==> src/rtl/sc_result_collector.sv <==
// Result collector for the SC FIR datapath: decodes four lane one-counts to bipolar values,
// sums them and queues the sums in a small FIFO. Define SC_AVG_EN to emit the lane mean (S>>>2).
module sc_result_collector #(
    parameter int N     = 12,
    parameter int LANES = 4,
    parameter int DEPTH = 4
) (
    input  logic                       clock,
    input  logic                       reset_n,
    input  logic                       in_valid,
    input  logic [(N+1)*LANES-1:0]     in_data,
    output logic                       out_valid,
    input  logic                       out_ready,
    output logic signed [N+3:0]        out_data,
    output logic [$clog2(DEPTH):0]     level,
    output logic                       overflow
);

    localparam int CW = N + 1;
    localparam int BW = N + 2;
    localparam int SW = N + 4;
    localparam int PW = $clog2(DEPTH);
    localparam int LW = PW + 1;

    function automatic logic signed [BW-1:0] decode(input logic [CW-1:0] c);
        logic [CW-1:0]       cl;
        logic signed [BW:0]  t;
        cl = (c > CW'(1 << N)) ? CW'(1 << N) : c;
        t  = $signed({1'b0, cl, 1'b0}) - $signed((BW+1)'(1 << N));
        return BW'(t);
    endfunction

    function automatic logic signed [SW-1:0] scale(input logic signed [SW-1:0] s);
`ifdef SC_AVG_EN
        return s >>> 2;
`else
        return s;
`endif
    endfunction

    // Stage 1: clamp and bipolar decode per lane
    logic signed [BW-1:0] lane_p0 [LANES];
    logic                 vld_p0;

    always_ff @(posedge clock) begin
        if (in_valid) begin
            for (int i = 0; i < LANES; i++)
                lane_p0[i] <= decode(in_data[CW*i +: CW]);
        end
    end

    // Stage 2: lane sum (optionally averaged)
    logic signed [SW-1:0] sum;
    logic signed [SW-1:0] sum_p1;
    logic                 vld_p1;

    always_comb begin
        sum = '0;
        for (int i = 0; i < LANES; i++)
            sum = sum + SW'(lane_p0[i]);
    end

    always_ff @(posedge clock) begin
        if (vld_p0)
            sum_p1 <= scale(sum);
    end

    always_ff @(posedge clock or negedge reset_n) begin
        if (!reset_n) begin
            vld_p0 <= 1'b0;
            vld_p1 <= 1'b0;
        end else begin
            vld_p0 <= in_valid;
            vld_p1 <= vld_p0;
        end
    end

    // FIFO: out_data is a registered copy of the head entry
    logic signed [SW-1:0] mem [DEPTH];
    logic [PW-1:0]        wr_ptr;
    logic [PW-1:0]        rd_ptr;
    logic                 pop;
    logic                 push;

    assign out_valid = (level != '0);
    assign pop       = out_valid && out_ready;
    assign push      = vld_p1 && ((level != LW'(DEPTH)) || pop);

    always_ff @(posedge clock) begin
        if (push)
            mem[wr_ptr] <= sum_p1;
    end

    always_ff @(posedge clock or negedge reset_n) begin
        if (!reset_n) begin
            wr_ptr   <= '0;
            rd_ptr   <= '0;
            level    <= '0;
            overflow <= 1'b0;
            out_data <= '0;
        end else begin
            if (push)
                wr_ptr <= wr_ptr + 1'b1;
            if (pop)
                rd_ptr <= rd_ptr + 1'b1;
            if (push && !pop)
                level <= level + 1'b1;
            else if (pop && !push)
                level <= level - 1'b1;
            if (vld_p1 && !push)
                overflow <= 1'b1;
            // Next head: following entry on a pop, else the incoming word when it lands in an empty slot
            if (pop) begin
                if (level > LW'(1))
                    out_data <= mem[rd_ptr + 1'b1];
                else if (push)
                    out_data <= sum_p1;
            end else if (push && level == '0) begin
                out_data <= sum_p1;
            end
        end
    end

endmodule

==> config.mk <==
export PLATFORM = sky130hd
export DESIGN_NAME = sc_result_collector
export DESIGN_NICKNAME = d
export VERILOG_FILES = /design/src/rtl/sc_result_collector.sv
export SDC_FILE = /design/constraint.sdc
export NUM_CORES = 1
export LEC_CHECK = 0
export ABC_AREA = 1
export BUFFER_PORTS_ARGS = -buffer_cell sky130_fd_sc_hd__clkbuf_2
export CAP_MARGIN = 10
export CORE_MARGIN = 1
export CORE_UTILIZATION = 64
export DETAILED_ROUTE_END_ITERATION = 12
export PLACE_DENSITY_LB_ADDON = 0.1
export REMOVE_ABC_BUFFERS = 1
export SYNTH_ARGS = -nofsm -noshare
export SYNTH_HDL_FRONTEND = slang
export SYNTH_SLANG_ARGS = --single-unit
==> constraint.sdc <==
create_clock -name clock -period 6.2 [get_ports clock]
set_input_delay 0.62 -clock clock [delete_from_list [all_inputs] [get_ports clock]]
set_output_delay 0.62 -clock clock [all_outputs]
set_load 0.05 [all_outputs]
## Yosys cells after proc, flatten, opt, wreduce, memory -nomap -nowiden

Memory sizes are Yosys's and may differ from the RTL's.
Index checks and enable logic that the tools add are counted.

| storage, ports and cells | value |
|---|---|
| memory bits (writable) | 120 |
| memories kept | 2 |
| bits in latches | 0 |
| logic and storage cells | 56 |
| bits of input ports | 56 |
| register bits | 42 |
| ROM bits | 0 |
| output and inout port bits | 21 |

| operators by class | value |
|---|---|
| reduce and logical (&&, ||, !) cells | 14 |
| mux-type cells | 14 |
| $lt $le $gt $ge | 5 |
| multiply operators | 0 |
| add/sub/neg operators | 11 |
| bitwise gates (word level) | 0 |
| divide/modulo/power cells | 0 |
| shift operators | 0 |
| equality and inequality tests | 2 |

Memory list:

| name | words | width | read ports | clocked after memory_dff | wr ports | line | text |
|---|---|---|---|---|---|---|---|
| mem | 4 | 16 | 1 | 0 | 1 | 79 | `logic signed [SW-1:0] mem [DEPTH];` |
| lane_p0 | 4 | 14 | 4 | 0 | 4 | 42 | `logic signed [BW-1:0] lane_p0 [LANES];` |

Operator list:

| operator | number |
|---|---|
| $mux W16 | 4 |
| $sub A14 B13 Y14 const B | 4 |
| $gt A13 B13 Y1 const B | 4 |
| $mux W13 | 4 |
| $add A15 B14 Y16 | 1 |
| $add A16 B14 Y16 | 1 |
| $add A14 B14 Y15 | 1 |
| $logic_and A1 B1 Y1 | 6 |
| $mux W3 | 2 |
| $add A2 B1 Y2 const B | 2 |
| $mux W1 | 4 |
| $reduce_bool A2 Y1 | 2 |
| $add A3 B1 Y3 const B | 1 |
| $gt A3 B1 Y1 const B | 1 |
| $logic_not A3 Y1 | 1 |
| $ne A3 B1 Y1 const B | 1 |
| $ne A3 B3 Y1 const B | 1 |
| $reduce_bool A3 Y1 | 1 |
| $sub A3 B1 Y3 const B | 1 |
| $logic_not A1 Y1 | 2 |
| $reduce_and A2 Y1 | 1 |
| $logic_or A1 B1 Y1 | 1 |

## Logic depth before layout (Yosys ltp)

| logic depth | value |
|---|---|
| depth in word-level cells | 8 |
| mapped depth | 13 |
| gate-level depth less buffers | 13 |

## Least setup slack after synthesis

No wires, ideal clock.

| path | value |
|---|---|
| path type | register to register |
| start point | memory lane_p0[3][2] (netlist name) |
| end point | register sum_p1[8], data pin |
| period minus slack after synthesis | 2.689 ns |
| data arrival time | 2.423 ns |
| stages on the path, launching flop included | 10 |
| data required time | 5.935 ns |
| buffers on the path | 0 |
| slack | 3.511 ns |
| library setup time | 0.265 ns |
| path through | edfxtp_1 -> fa_1 -> fa_1 -> ha_1 -> inv_1 -> fa_1 -> nor2_1 -> nor2_1 -> o21ai_0 -> xor2_1 |

RTL lines:

| item | line | text |
|---|---|---|
| start, declared | 42 |  |
| end signal, assigned | 65 | `sum_p1 <= scale(sum);` |
| end, declared | 54 | `logic signed [SW-1:0] sum_p1;` |

==> summary.md <==
| Metric | Value |
|---|---|
| GRT overflow | 0 |
| CTS resizes | 0 |
| Multi-input gate area | 2580 sq um |
| Hold crit path type | primary input to asynchronous set/reset pin |
| Drt wl/cell | 14.4 um |
| Sequential Area | around 4400 sq um |
| Final Cycle Share | 46.1% |
| Pin count of the biggest net entering global routing | 54 |
| Area growth syn-to-layout | 14.4% |
| Cts hold-fix bufs | 0 |
| Clock Pin Slew Worst Setup and Hold Paths | 60 ps |
| CP startpoint kind | flop |
| Crit path DAT | just over 3000 ps |
| First-pass GRT wire length | 24100 um |
| P per Cell Area | roughly 480 nW/um^2 |
| Failing checks | design-rule violations |
| Detailed placement HPWL | ~10000 um |
| CTS buffer count | 17 |
| Post-synthesis area per instance | 10.3 sq um |
| CP max-delay cell | fa_1 |
| CTS Sinks | 152 |
| Initial antenna violation count | 0 |
| #FFs+latches synth | about 150 |
| Setup bufs post-CTS | 0 |
| H-Tree Depth | 4 |
| Critical path's most frequent cell | fa_1 |
| Root Driver | clkbuf_16 |
| Height of the chip | 112 um |
| Status | finished, violations left |
| DRC | 2 |
| Inst Count DP | 954 |
| Number of global-route vias before repair | approximately 5200 |
| # Max-Cap Violations | 0 |
| Placed cell areas | 8210 sq um |
| Post-layout nets | 935 |
| Number of distinct library cells after synthesis | 35 |
| Leakage power | 4.11 nW |
| Yosys synthesis warning count | 0 |
| Post-layout minimum cycle time | roughly 2900 ps |
| CTS tree | done |
| Layout cells sized above 1 | 14.6% |
| Setup TNS | 0 ps |
| Slew HR | 56.9% |
| Fin. max-slew vios | 0 |
| Port Buffers | 75 |
| WP buf/inv | 1 |
| Utilization after layout | 76.3% |
| CP Class | flop to flop |
| Final Power | 4.23 mW |
| DRT antenna net count | 0 |
| Worst Path Required | 6360 ps |
| Finished Layout Cells | 986 |
| Critical path endpoint category | flop |
| Die Wd | 112 um |
| Final Hold Violating Endpoints | 0 |
| Vias post-DR | 5153 |
| ANT cells | 0 |
| Crit-path leading delay family | adder cells |
| Worst-margin pin slew | 647 ps |
| Drt total wl | 14200 um |
| Seq/Total Area, Yosys | a little under three fifths |
| Fill cell count | 754 |
| Worst path cell trace | fa_1 -> fa_1 -> ha_1 -> inv_1 -> fa_1 -> nor2_1 -> nor2_1 -> o21ai_0 -> xor2_1 |
| Ports | 77 |
| Crit-path max cell delay | 520 ps |
| Vias per inst | 5.23 |
| Initial Utilization | 66.7% |
| Worst hold slack | 218 ps |
| Setup Skew | 9.56 ps |
| Final setup vio count | 0 |
| Final RePlAce weighted congestion | 0.903 |
| Core area | roughly 12000 sq um |
| 1st-pass router iterations | 11 |
| Fmax | roughly 350 MHz |
| Clock Tree Buf Depth | 2 |
| Synthesized area | 7720 sq um |
| Setup WS pre-CTS | 3320 ps |
| Std-Cell Rows | 39 |
| Final WS setup | 3340 ps |
| Gate Count Post-Synth | 750 |
| Max VDD drop | between 0.0002 and 0.00025 V |
| GRT Util Overall | 25.4% |
| Design area | 8820 sq um |
| Die ar. | 12500 sq um |
| Worst-path fanout max | 4 |
| Clock latency on the worst-skew pair | 420 ps |
| RSZ-0062 raised after global routing | false |
| DRT iter0 DRCs | around 360 |
## kinds of logic (layout without fill, tap and decap cells)
group | count (synthesis) | count (layout) | share of synthesized area [%]
flip-flops | 152 | 152 | 57.5
AO/OA/AOI/OAI | 94 | 94 | 6.79
AND/OR/NAND/NOR | 264 | 264 | 14.6
buffers and inverters | 177 | 270 | 9.00
other | 1 | 1 | 0.0486
XOR/XNOR | 13 | 13 | 1.48
adder cells (fa/ha/maj) | 49 | 49 | 10.6
## flip-flops by register name (all words and copies together) (netlist names)
| signal | flops |
|---|---|
| mem | 60 |
| lane_p0 | 52 |
| out_data | 15 |
| sum_p1 | 15 |
| level | 3 |
| rd_ptr | 2 |
| wr_ptr | 2 |
| overflow | 1 |
| vld_p0 | 1 |
| vld_p1 | 1 |
## worst reg2reg max path, cell delays in order (launching register included)
cell	delay, ps
edfxtp_1	400
fa_1	520
fa_1	520
ha_1	170
inv_1	60
fa_1	410
nor2_1	130
nor2_1	90
o21ai_0	210
xor2_1	100
## layout by cell type, fill, tap and decap left out, drive strengths merged, types with 5 or more instances in the layout
| cell type | n |
|---|---|
| dfrtp | 25 |
| fa | 27 |
| xor2 | 8 |
| xnor2 | 5 |
| edfxtp | 127 |
| a21boi | 13 |
| clkbuf | 100 |
| o21ai | 37 |
| nand3 | 24 |
| nand2 | 186 |
| nor2 | 35 |
| ha | 22 |
| buf | 5 |
| inv | 158 |
| nand4 | 11 |
| a21oi | 40 |
## report_power, final
part | internal (mW) | leakage, nW | switching (mW)
Clock | 0.686 | 0.290 | 0.382
Sequential | 1.47 | 1.49 | 0.167
Combinational | 0.480 | 2.33 | 1.05
## routing by layer
layer / GRT usage (%) / routed length (um) / up-vias
met5: 0 / 0 / -
met4: 13.9 / 415 / 0
met3: 5.61 / 550 / 36
met2: 44.3 / 7320 / 161
met1: 29.2 / 5930 / 2401
li1: - / - / 2555
## final timing paths
check | start | to | slack, ps | depth (start not counted)
max in group asynchronous | reset_n | out_data[14]$_DFFE_PN0P_ | 5560 | 1
min in group clock | in_data[37] | lane_p0[2][12]$_DFFE_PP_ | 460 | 2
setup reg to reg | lane_p0[3][2]$_SDFFCE_PN0P_ | sum_p1[8]$_DFFE_PP_ | 3340 | 9
hold reg to reg | out_data[4]$_DFFE_PN0P_ | out_data[4]$_DFFE_PN0P_ | 470 | 2
setup / recovery | lane_p0[3][2]$_SDFFCE_PN0P_ | sum_p1[8]$_DFFE_PP_ | 3340 | 9
hold / removal | reset_n | vld_p1$_DFF_PN0_ | 220 | 1
## synth_stat cells
cell type / count / area share, %
a21boi_0: 13 / 1.3
a21oi_1: 39 / 2.5
a21oi_4: 1 / 0.21
buf_2: 6 / 0.39
buf_4: 1 / 0.097
buf_6: 1 / 0.15
clkbuf_1: 8 / 0.39
clkbuf_2: 3 / 0.19
conb_1: 1 / 0.049
dfrtp_1: 25 / 8.1
edfxtp_1: 127 / 49
fa_1: 27 / 7.0
ha_1: 22 / 3.6
inv_1: 154 / 7.5
inv_2: 2 / 0.097
inv_4: 1 / 0.081
inv_6: 1 / 0.11
nand2_1: 176 / 8.6
nand2_2: 7 / 0.57
nand2_4: 2 / 0.29
nand2_8: 1 / 0.26
nand3_1: 24 / 1.6
nand3b_1: 1 / 0.097
nand4_1: 11 / 0.89
nor2_1: 34 / 1.7
nor2_4: 1 / 0.15
nor3_1: 1 / 0.065
nor4_1: 4 / 0.32
o211ai_1: 2 / 0.19
o21ai_0: 26 / 1.7
o21ai_1: 11 / 0.71
o21bai_1: 2 / 0.19
or2_2: 2 / 0.16
xnor2_1: 5 / 0.57
xor2_1: 8 / 0.91
## area by class of cell
type	instances	share of cell area, %
sequential	152	50.3
inverter	158	6.81
multi-input combinational	421	29.3
timing repair buffer	80	4.68
clock buffer	25	5.27
tap	143	2.03
clock inverter	7	1.64
(Power assumes the default switching activity.)
